--- config.mk ---
export PLATFORM = sky130hd
export DESIGN_NAME = bus_mux_arbiter
export DESIGN_NICKNAME = d
export VERILOG_FILES = /design/src/rtl/bus_mux_arbiter.sv
export SDC_FILE = /design/constraint.sdc
export NUM_CORES = 1
export LEC_CHECK = 0
export ABC_AREA = 1
export BUFFER_PORTS_ARGS = -buffer_cell sky130_fd_sc_hd__buf_4
export CORE_UTILIZATION = 35
export CTS_BUF_LIST = sky130_fd_sc_hd__clkbuf_4 sky130_fd_sc_hd__clkbuf_8 sky130_fd_sc_hd__clkbuf_16
export DETAILED_ROUTE_END_ITERATION = 8
export PLACE_DENSITY_LB_ADDON = 0.2
export SETUP_SLACK_MARGIN = 0.5
export SYNTH_ARGS = -nofsm -noshare
export SYNTH_HDL_FRONTEND = slang
export SYNTH_SLANG_ARGS = --single-unit
--- constraint.sdc ---
create_clock -name clk -period 2.09 [get_ports clk]
set_input_delay 0.209 -clock clk [delete_from_list [all_inputs] [get_ports clk]]
set_output_delay 0.209 -clock clk [all_outputs]
set_load 0.02 [all_outputs]
--- src/rtl/bus_mux_arbiter.sv ---
// Four-to-one valid/ready bus merger with a registered output stage and a 2-bit source tag.
// Round-robin by default; define BUS_MUX_FIXED_PRIO_EN for fixed priority A > B > C > D.
module bus_mux_arbiter #(
    parameter int BUS_WIDTH = 8
) (
    input  logic                 clk,
    input  logic                 rst_n,
    input  logic [BUS_WIDTH-1:0] a,
    input  logic [BUS_WIDTH-1:0] b,
    input  logic [BUS_WIDTH-1:0] c,
    input  logic [BUS_WIDTH-1:0] d,
    input  logic                 a_valid,
    input  logic                 b_valid,
    input  logic                 c_valid,
    input  logic                 d_valid,
    output logic                 a_ready,
    output logic                 b_ready,
    output logic                 c_ready,
    output logic                 d_ready,
    output logic [BUS_WIDTH-1:0] y,
    output logic [1:0]           sel,
    output logic                 y_valid,
    input  logic                 y_ready
);

    logic [BUS_WIDTH-1:0] y_r;
    logic [1:0]           sel_r;
    logic                 y_valid_r;
    logic [3:0]           req_s;
    logic [1:0]           start_s;
    logic [2:0]           pick_s;
    logic                 load_s;
    logic                 xfer_s;
    logic [3:0]           ready_s;
    logic [BUS_WIDTH-1:0] data_s;

    // Returns {found, index} of the first set request at or after start, wrapping modulo 4.
    function automatic logic [2:0] first_req(input logic [3:0] req, input logic [1:0] start);
        logic [2:0] res;
        logic [1:0] idx;
        res = 3'b000;
        for (int k = 3; k >= 0; k--) begin
            idx = start + 2'(k);
            res = req[idx] ? {1'b1, idx} : res;
        end
        return res;
    endfunction

`ifdef BUS_MUX_FIXED_PRIO_EN
    assign start_s = 2'd0;
`else
    logic [1:0] last_r;

    assign start_s = last_r + 2'd1;

    // Remembers the most recently granted source; only moves on an actual transfer.
    always_ff @(posedge clk or negedge rst_n) begin
        if (!rst_n) begin
            last_r <= 2'd3;
        end else if (xfer_s) begin
            last_r <= pick_s[1:0];
        end else begin
            last_r <= last_r;
        end
    end
`endif

    assign req_s  = {d_valid, c_valid, b_valid, a_valid};
    assign pick_s = first_req(req_s, start_s);
    assign load_s = !y_valid_r || y_ready;
    // READY is forced low while reset is held, even though the output stage then looks empty.
    assign xfer_s = rst_n && load_s && pick_s[2];

    // Grant decode and data selection for the winning source.
    always_comb begin
        ready_s = 4'b0000;
        data_s  = {BUS_WIDTH{1'b0}};
        if (xfer_s) begin
            ready_s = 4'b0001 << pick_s[1:0];
        end else begin
            ready_s = 4'b0000;
        end
        case (pick_s[1:0])
            2'd0:    data_s = a;
            2'd1:    data_s = b;
            2'd2:    data_s = c;
            2'd3:    data_s = d;
            default: data_s = {BUS_WIDTH{1'b0}};
        endcase
    end

    // Output register: load on transfer, drop valid on drain, otherwise hold.
    always_ff @(posedge clk or negedge rst_n) begin
        if (!rst_n) begin
            y_r       <= {BUS_WIDTH{1'b0}};
            sel_r     <= 2'd0;
            y_valid_r <= 1'b0;
        end else if (xfer_s) begin
            y_r       <= data_s;
            sel_r     <= pick_s[1:0];
            y_valid_r <= 1'b1;
        end else if (y_ready) begin
            y_r       <= y_r;
            sel_r     <= sel_r;
            y_valid_r <= 1'b0;
        end else begin
            y_r       <= y_r;
            sel_r     <= sel_r;
            y_valid_r <= y_valid_r;
        end
    end

    assign a_ready = ready_s[0];
    assign b_ready = ready_s[1];
    assign c_ready = ready_s[2];
    assign d_ready = ready_s[3];
    assign y       = y_r;
    assign sel     = sel_r;
    assign y_valid = y_valid_r;

endmodule

# Yosys cells after proc, flatten, opt, wreduce, memory -nomap -nowiden
# Index checks and enable logic that the tools add are counted.
# W data, S select, Z words.
# totals
register_bits	13
inputBits	39
output_inout_bits	15
elab_cells	38
# classes
add_sub_neg	4
order_cmp	4
eq_ne	3
shift	1
mux	16
reduce_logical	6
# ops
op	n
$pmux W8 S4	1
$lt A2 B3 Y1 const B	4
$mux W3	4
$bmux W1 S2	4
$mux W1	6
$add A2 B1 Y2 const B	2
$add A2 B2 Y2 const B	2
$eq A2 B2 Y1 const B	2
$mux W4	1
$shl A1 B2 Y4 const A	1
$eq A2 B1 Y1 const B	1
$logic_and A1 B1 Y1	2
$logic_not A2 Y1	1
$reduce_bool A2 Y1	1
$logic_not A1 Y1	1
$logic_or A1 B1 Y1	1

# Depth between registers and ports, before layout
# Gate-level depths: netlist of run 1.
# logic_depth
word_depth	10
ltp_mapped	16
depth_no_buf	15

# Least setup slack after synthesis of run 1
# No wires, ideal clock.
# synth_path
path_kind	reg2out
from	reg last_r[0]
to	out a_ready
arrival_ns	1.818
t_required_ns	1.881
slack_ns	0.063
stages_incl_launch_ff	13
n_path_buf	2
cell_sequence	dfstp_2 > buf_6 > inv_4 > nand2_1 > nand2_2 > nand2_2 > nand2_2 > inv_2 > nand2_2 > nand2_1 > nand2_2 > buf_6 > nor3_1
# synth_via
elab_chain_cells	10
word_cells_on_any_way	19
cone_classes	add/sub: 4; shift: 1; mux: 13; reduce/logical: 1
# synth_lines
item	line	rtl
start, declared	52	logic [1:0] last_r;
start signal, assigned	61	last_r <= pick_s[1:0];
start signal, assigned	63	last_r <= last_r;
$add A2 B1 Y2 *	54	assign start_s = last_r + 2'd1;
$add A2 B2 Y2	43	idx = start + 2'(k);
$bmux W1 S2	44	res = req[idx] ? {1'b1, idx} : res;
$mux W1 (implied by the code)	44	
$mux W3 (3 in a row)	44	
$mux W3 *	44	
$shl A1 B2 Y4 / $logic_and A1 B1 Y1 (equally long branches)	79, 72	
$mux W4 *	78	if (xfer_s) begin
end, declared	16	output logic a_ready,
# Every way passes the cells marked *; elsewhere a longest branch is shown, timed or not. The select of a mux whose other input is x is not followed.

# Worst setup path in the final report of run 1
# layout_path
from	reg last_r[0]
to	out d_ready
# layout_via
elab_chain_cells	10
word_cells_on_any_way	19
cone_classes	add/sub: 4; shift: 1; mux: 13; reduce/logical: 1
# layout_lines
item	line	rtl
$add A2 B1 Y2 *	54	
$add A2 B2 Y2	43	
$bmux W1 S2	44	
$mux W1 (implied by the code)	44	
$mux W3 (3 in a row)	44	
$mux W3 *	44	
$shl A1 B2 Y4 / $logic_and A1 B1 Y1 (equally long branches)	79, 72	
$mux W4 *	78	
end, declared	19	output logic d_ready,
# Marked as above.

==> flow_summary.toml, run 1 <==
[yosys]
yosys-top-cells-area = "dfrtp_1, nand2_1, nand3_1"
syn_nets = 218
yosys.area.top_type = "dfrtp_1"
synth_cell_types = 23
ys_seq_elements = 13
syn_area_um2 = 1130
synthCells = 179
avgSynthCellArea_um2 = 6.34
netlist.area_leader.share = 0.243
yosys_warnings = 0
yosysSeqAreaShare = 0.289

[clock_tree]
clk_latency_ns = 0.28
cts_buffers = 3
cts_tree = "yes"
htree_levels = 1
numClockSinks = 13
path_clk_slew_ns = 0.08
clockRootBuffer = "clkbuf_4"
clockBufferDepth = 2

[worst_setup_path]
cp_top_family = "simple AND/OR/NAND/NOR gates"
reg2reg_to = "y[3]$_DFFE_PN0P_"
r2r_start = "last_r[0]$_DFFE_PN1P_"
required_ns = 1.88
cpMostUsedCell = "nand2_4"
slowest_delay_ns = 0.58
endpoint_kind = "output port"
path_class = "reg2out"
cp_cell_sequence = "buf_6, nand2_4, o21ai_4, nand2_2, nand2_2, nand2_4, nand2_4, nand2_4, nand2_4, nand2_4, a21oi_4, buf_6"
worst-path-max-fanout = 4
critPathBufInv = 2
rrSetupSlack_ns = 0.05
crit_slowest_cell = "dfstp_2"
start_kind = "flop"
worstPathArrival_ns = 1.97
worstRegToRegCells = 14

[grt]
grt_max_degree = 17
grt_pass1_vias = 1256
antenna_found_initial = 0
grt_pass1_wl_um = 5280
gr-total-overflow = 0
grt_usage = 0.200

[cells_and_area]
multi_input_area_um2 = 845
regArea_um2 = 328
nets = 292
diodes = 0
layout.cells.most_common_list = "buf_4, nand2_1, nand3_1, inv_1, nand2_2"
drive_above_1_share = 0.540
nFillCells = 287
final_area_um2 = 2000
area_delta_synth_final_pct = 76.5
layout_commonest_cell = "buf_4"

[placed_design]
port_buffers = 53
dp_slack_ns = 0.0223
dp_hpwl_um = 2350
gp_congestion = 0.904
place_area_um2 = 1700

[timing]
period_needed_ns = 2.18
fin_crit_sh = 1.04
setup_slack_ns = -0.0924
setup_violations = 4
slew_violations = 0
max_freq_mhz = 458
finalHoldViolations = 0
hold_ws_ns = 0.203
worst_pin_slew_ns = 0.590
rsz0062_at_grt = "yes"
fin_setup_tns_ns = -0.294
finalClockSkew_ns = 0.00423
relSlewSlack = 0.606

[run]
maxCapViolCount = 0

[power]
p_per_area_nw_per_um2 = 1840
p_leak_nw = 1.12
finalPower_mw = 3.69
ir_worst_vdd_mv = 0.817

[floorplanning]
core_area_um2 = 3050
die_x_um = 58.9
core.rowCount = 20
initial_core_util = 0.372
ioPinCount = 54
die_h_um = 58.9
dieArea_um2 = 3470

[detailed_routing]
firstDrtPassIters = 4
wl_um = 3520
vias = 1343
vias_per_cell = 4.54
drtIter0Drc = 40
wl_per_cell_um = 11.9
drc_errors = 0
drtAntennaViolNets = 0

[run_status]
violations = "negative setup slack"
status = "finished with violations"

[hold_path]
hold_path.startpoint = "y_ready"
hold_class = "in2reg"
min_to = "y_valid$_DFFE_PN0P_"
whs_path_depth = 4
[registers in the layout, summed over array words and instances (netlist names)]
name     cells
last_r       2
y            8
y_valid      1
sel          2
[logic make-up after synthesis]
family	synth area share
flip-flops	0.289
AND/OR/NAND/NOR	0.474
buffers and inverters	0.157
AO/OA/AOI/OAI	0.0805
[worst reg2reg max path: cells and delay by family, from the launching register on]
family | cells | cell delay (ns)
and+or+nand+nor | 8 | 0.68
DFF | 1 | 0.58
buffers and inverters | 5 | 0.58
AOI/OAI and AO/OA | 1 | 0.10
[synthesized netlist by cell type]
cell,number
a21oi_1,1
buf_2,2
buf_4,1
buf_6,3
buf_8,1
dfrtp_1,11
dfstp_2,2
inv_1,26
inv_2,2
inv_4,1
nand2_1,71
nand2_2,8
nand2_4,2
nand3_1,28
nand3_2,1
nand4_2,1
nor2_1,4
nor2_4,1
nor3_1,2
o21ai_0,2
o21ai_2,1
o21bai_1,6
o21bai_2,2
[per-layer routing]
metal | part of all wire | wire, um | GRT usage
met2 | 0.54 | 1900 | 0.354
met1 | 0.41 | 1440 | 0.246
met3 | 0.036 | 127 | 0.0352
met4 | 0.014 | 48 | 0.0612
met5 | 0 | 0 | 0
[timing repair]
action	in CTS	in global routing
pin swaps	9	14
hold buffers	1	0
buffers inserted	10	3
gates resized for setup	23	25
hold endpoints to repair	13	0
endpoints found under the setup margin	17	17
[layout make-up]
cell class,instances,area share
multi-input cells,130,0.422
repair buffers,76,0.313
flip-flops and latches,13,0.164
inverters,29,0.0593
well taps,44,0.0275
clock buffers,4,0.0150
[where the power goes]
part	switching (mW)	internal, mW
clock	0.0811	0.0871
combinational	1.72	1.34
sequential	0.0845	0.384
[through the flow]
step,std cells,util
2_1_floorplan,179,-
3_3_place_gp,278,0.556
3_5_place_dp,278,0.556
6_report,296,0.656
4_1_cts,293,0.622
5_1_grt,296,0.656
[worst max-delay path by stage]
stage                                      from          endpoint  slack, ns  cells past startpoint
after detailed placement  last_r[0]$_DFFE_PN1P_  y[3]$_DFFE_PN0P_       0.02                     14
after global placement    last_r[0]$_DFFE_PN1P_  y[2]$_DFFE_PN0P_       0.04                     15
after CTS                 last_r[0]$_DFFE_PN1P_           c_ready      -0.04                     11
after floorplan           last_r[0]$_DFFE_PN1P_           d_ready       0.25                     12
after global routing      last_r[0]$_DFFE_PN1P_           a_ready      -0.19                     12
final                     last_r[0]$_DFFE_PN1P_           d_ready      -0.09                     12
(Power assumes the default switching activity.)
==> run 2: changes to the inputs <==
- CORE_ASPECT_RATIO: not set -> 1.2
==> run 2 against run 1 <==
Net effect:
- sequential power hardly changed
- largest power group unchanged
- routed wire length up 7.2%
- highest routed layer unchanged
- clock power decreased by 5%
- clock skew shrank 0.0018 ns
- critical path depth up 1
- first-iteration DRC count down 35%
- combinational power up 14%
- clock-buffer cell count stayed put
- power rose by 11%
- the run still ends with negative setup slack left
==> flow_summary.toml, run 2 (synthesized netlist as in run 1, its figures left out) <==
[floorplanning]
ioPinCount = 54
core_area_um2 = 3080
core.rowCount = 22
die_h_um = 64.4
dieArea_um2 = 3470
initial_core_util = 0.368
die_x_um = 54.0

[timing]
finalHoldViolations = 0
finalClockSkew_ns = 0.00240
rsz0062_at_grt = "yes"
setup_slack_ns = -0.114
fin_crit_sh = 1.05
setup_violations = 6
max_freq_mhz = 454
period_needed_ns = 2.20
worst_pin_slew_ns = 0.577
hold_ws_ns = 0.211
relSlewSlack = 0.614
slew_violations = 0

[worst_setup_path]
start_kind = "flop"
worstRegToRegCells = 16
reg2reg_to = "y[0]$_DFFE_PN0P_"
rrSetupSlack_ns = -0.02
r2r_start = "last_r[0]$_DFFE_PN1P_"
worst-path-max-fanout = 6
worstPathArrival_ns = 2.00
crit_start = "last_r[0]$_DFFE_PN1P_"
path_class = "reg2out"
endpoint_kind = "output port"
worstSetupEndpoint = "c_ready"
required_ns = 1.88

[run_status]
violations = "negative setup slack"
status = "finished with violations"

[detailed_routing]
drtAntennaViolNets = 0
wl_per_cell_um = 13.1
wl_um = 3780
vias = 1374
drc_errors = 0
vias_per_cell = 4.77
drtIter0Drc = 26
firstDrtPassIters = 4

[cells_and_area]
layout.cells.most_common_list = "buf_4, nand2_1, inv_1, nand3_1, nand2_4"
diodes = 0
nets = 292
layout_commonest_cell = "buf_4"
nFillCells = 268
fin_util = 0.687
area_delta_synth_final_pct = 86.5
largest_register_ff_count = 8
drive_above_1_share = 0.548

[power]
p_leak_nw = 1.18
ir_worst_vdd_mv = 1.55
p_per_area_nw_per_um2 = 1940

[placed_design]
dp_hpwl_um = 2370
port_buffers = 53
gp_congestion = 0.739

[grt]
antenna_found_initial = 0
grt_max_degree = 17
grt_pass1_wl_um = 5440
grt_usage = 0.215
grt_pass1_vias = 1283
gr-total-overflow = 0

[clock_tree]
numClockSinks = 13
cts_buffers = 3
clk_latency_ns = 0.27
clockRootBuffer = "clkbuf_4"
clockBufferDepth = 2
htree_levels = 1
path_clk_slew_ns = 0.07
cts_tree = "yes"

[run]
maxCapViolCount = 0

[hold_path]
hold_class = "in2reg"
hold_path.startpoint = "y_ready"
run 2: layout make-up:
class | count | area, um^2 | area share
Clock buffer | 4 | 30.0 | 0.0142
Inverter | 29 | 119 | 0.0561
Multi-Input combinational cell | 130 | 906 | 0.428
Sequential cell | 13 | 328 | 0.155
Tap cell | 36 | 45.0 | 0.0213
Timing Repair Buffer | 76 | 689 | 0.326
run 2: report_power, final:
part	total, mW	switching (mW)	internal (mW)
Sequential	0.469	0.0851	0.384
Combinational	3.48	1.88	1.60
Clock	0.159	0.0718	0.0869
run 2: worst min-delay path by stage:
stage | slack, ns | depth (start not counted) | endpoint
6_report | 0.21 | 4 | y_valid$_DFFE_PN0P_
5_1_grt | 0.22 | 4 | y_valid$_DFFE_PN0P_
4_1_cts | 0.21 | 4 | y_valid$_DFFE_PN0P_
3_5_place_dp | 0.06 | 1 | y_valid$_DFFE_PN0P_
3_3_place_gp | 0.06 | 1 | y_valid$_DFFE_PN0P_
2_1_floorplan | -0.09 | 0 | sel[0]$_DFFE_PN0P_
run 2: routing by layer:
layer,share of wire,up-vias,track usage,wire [um]
li1,-,696,-,-
met1,0.39,636,0.237,1460
met2,0.57,38,0.421,2160
met3,0.030,4,0.0357,112
met4,0.0090,0,0.0192,34
met5,0,-,0,0
run 2: repair_timing:
action | in CTS | in global routing
setup endpoints to repair | 17 | 17
hold buffers | 1 | 0
resized for setup | 40 | 19
endpoints found under the hold margin | 13 | 0
gates cloned | 1 | 1
pin swaps | 18 | 14
setup buffers | 10 | 3
run 2: stage by stage:
step / std cells / instance area, um^2 / power, mW / setup slack (ns) / setup TNS (ns)
floorplan: 179 / 1240 / 2.35 / 0.249 / 0
global placement: 268 / 1670 / 2.83 / 0.0441 / 0
detailed placement: 268 / 1670 / 2.85 / 0.0161 / 0
CTS: 284 / 1970 / 3.69 / -0.0399 / -0.105
global route: 288 / 2120 / 4.39 / -0.200 / -1.53
finish: 288 / 2120 / 4.10 / -0.114 / -0.422
run 2: worst max-delay path, stage by stage (launching register included):
cell and delay (ns):
dfstp_2 0.56, buf_6 0.14, inv_8 0.06, nand2_4 0.06, nand2_4 0.08, nand2_4 0.10, nand2_2 0.05, inv_2 0.08
nand2_2 0.07, nand2_2 0.08, nand2_4 0.08, buf_12 0.14, nor2_4 0.08, buf_6 0.12
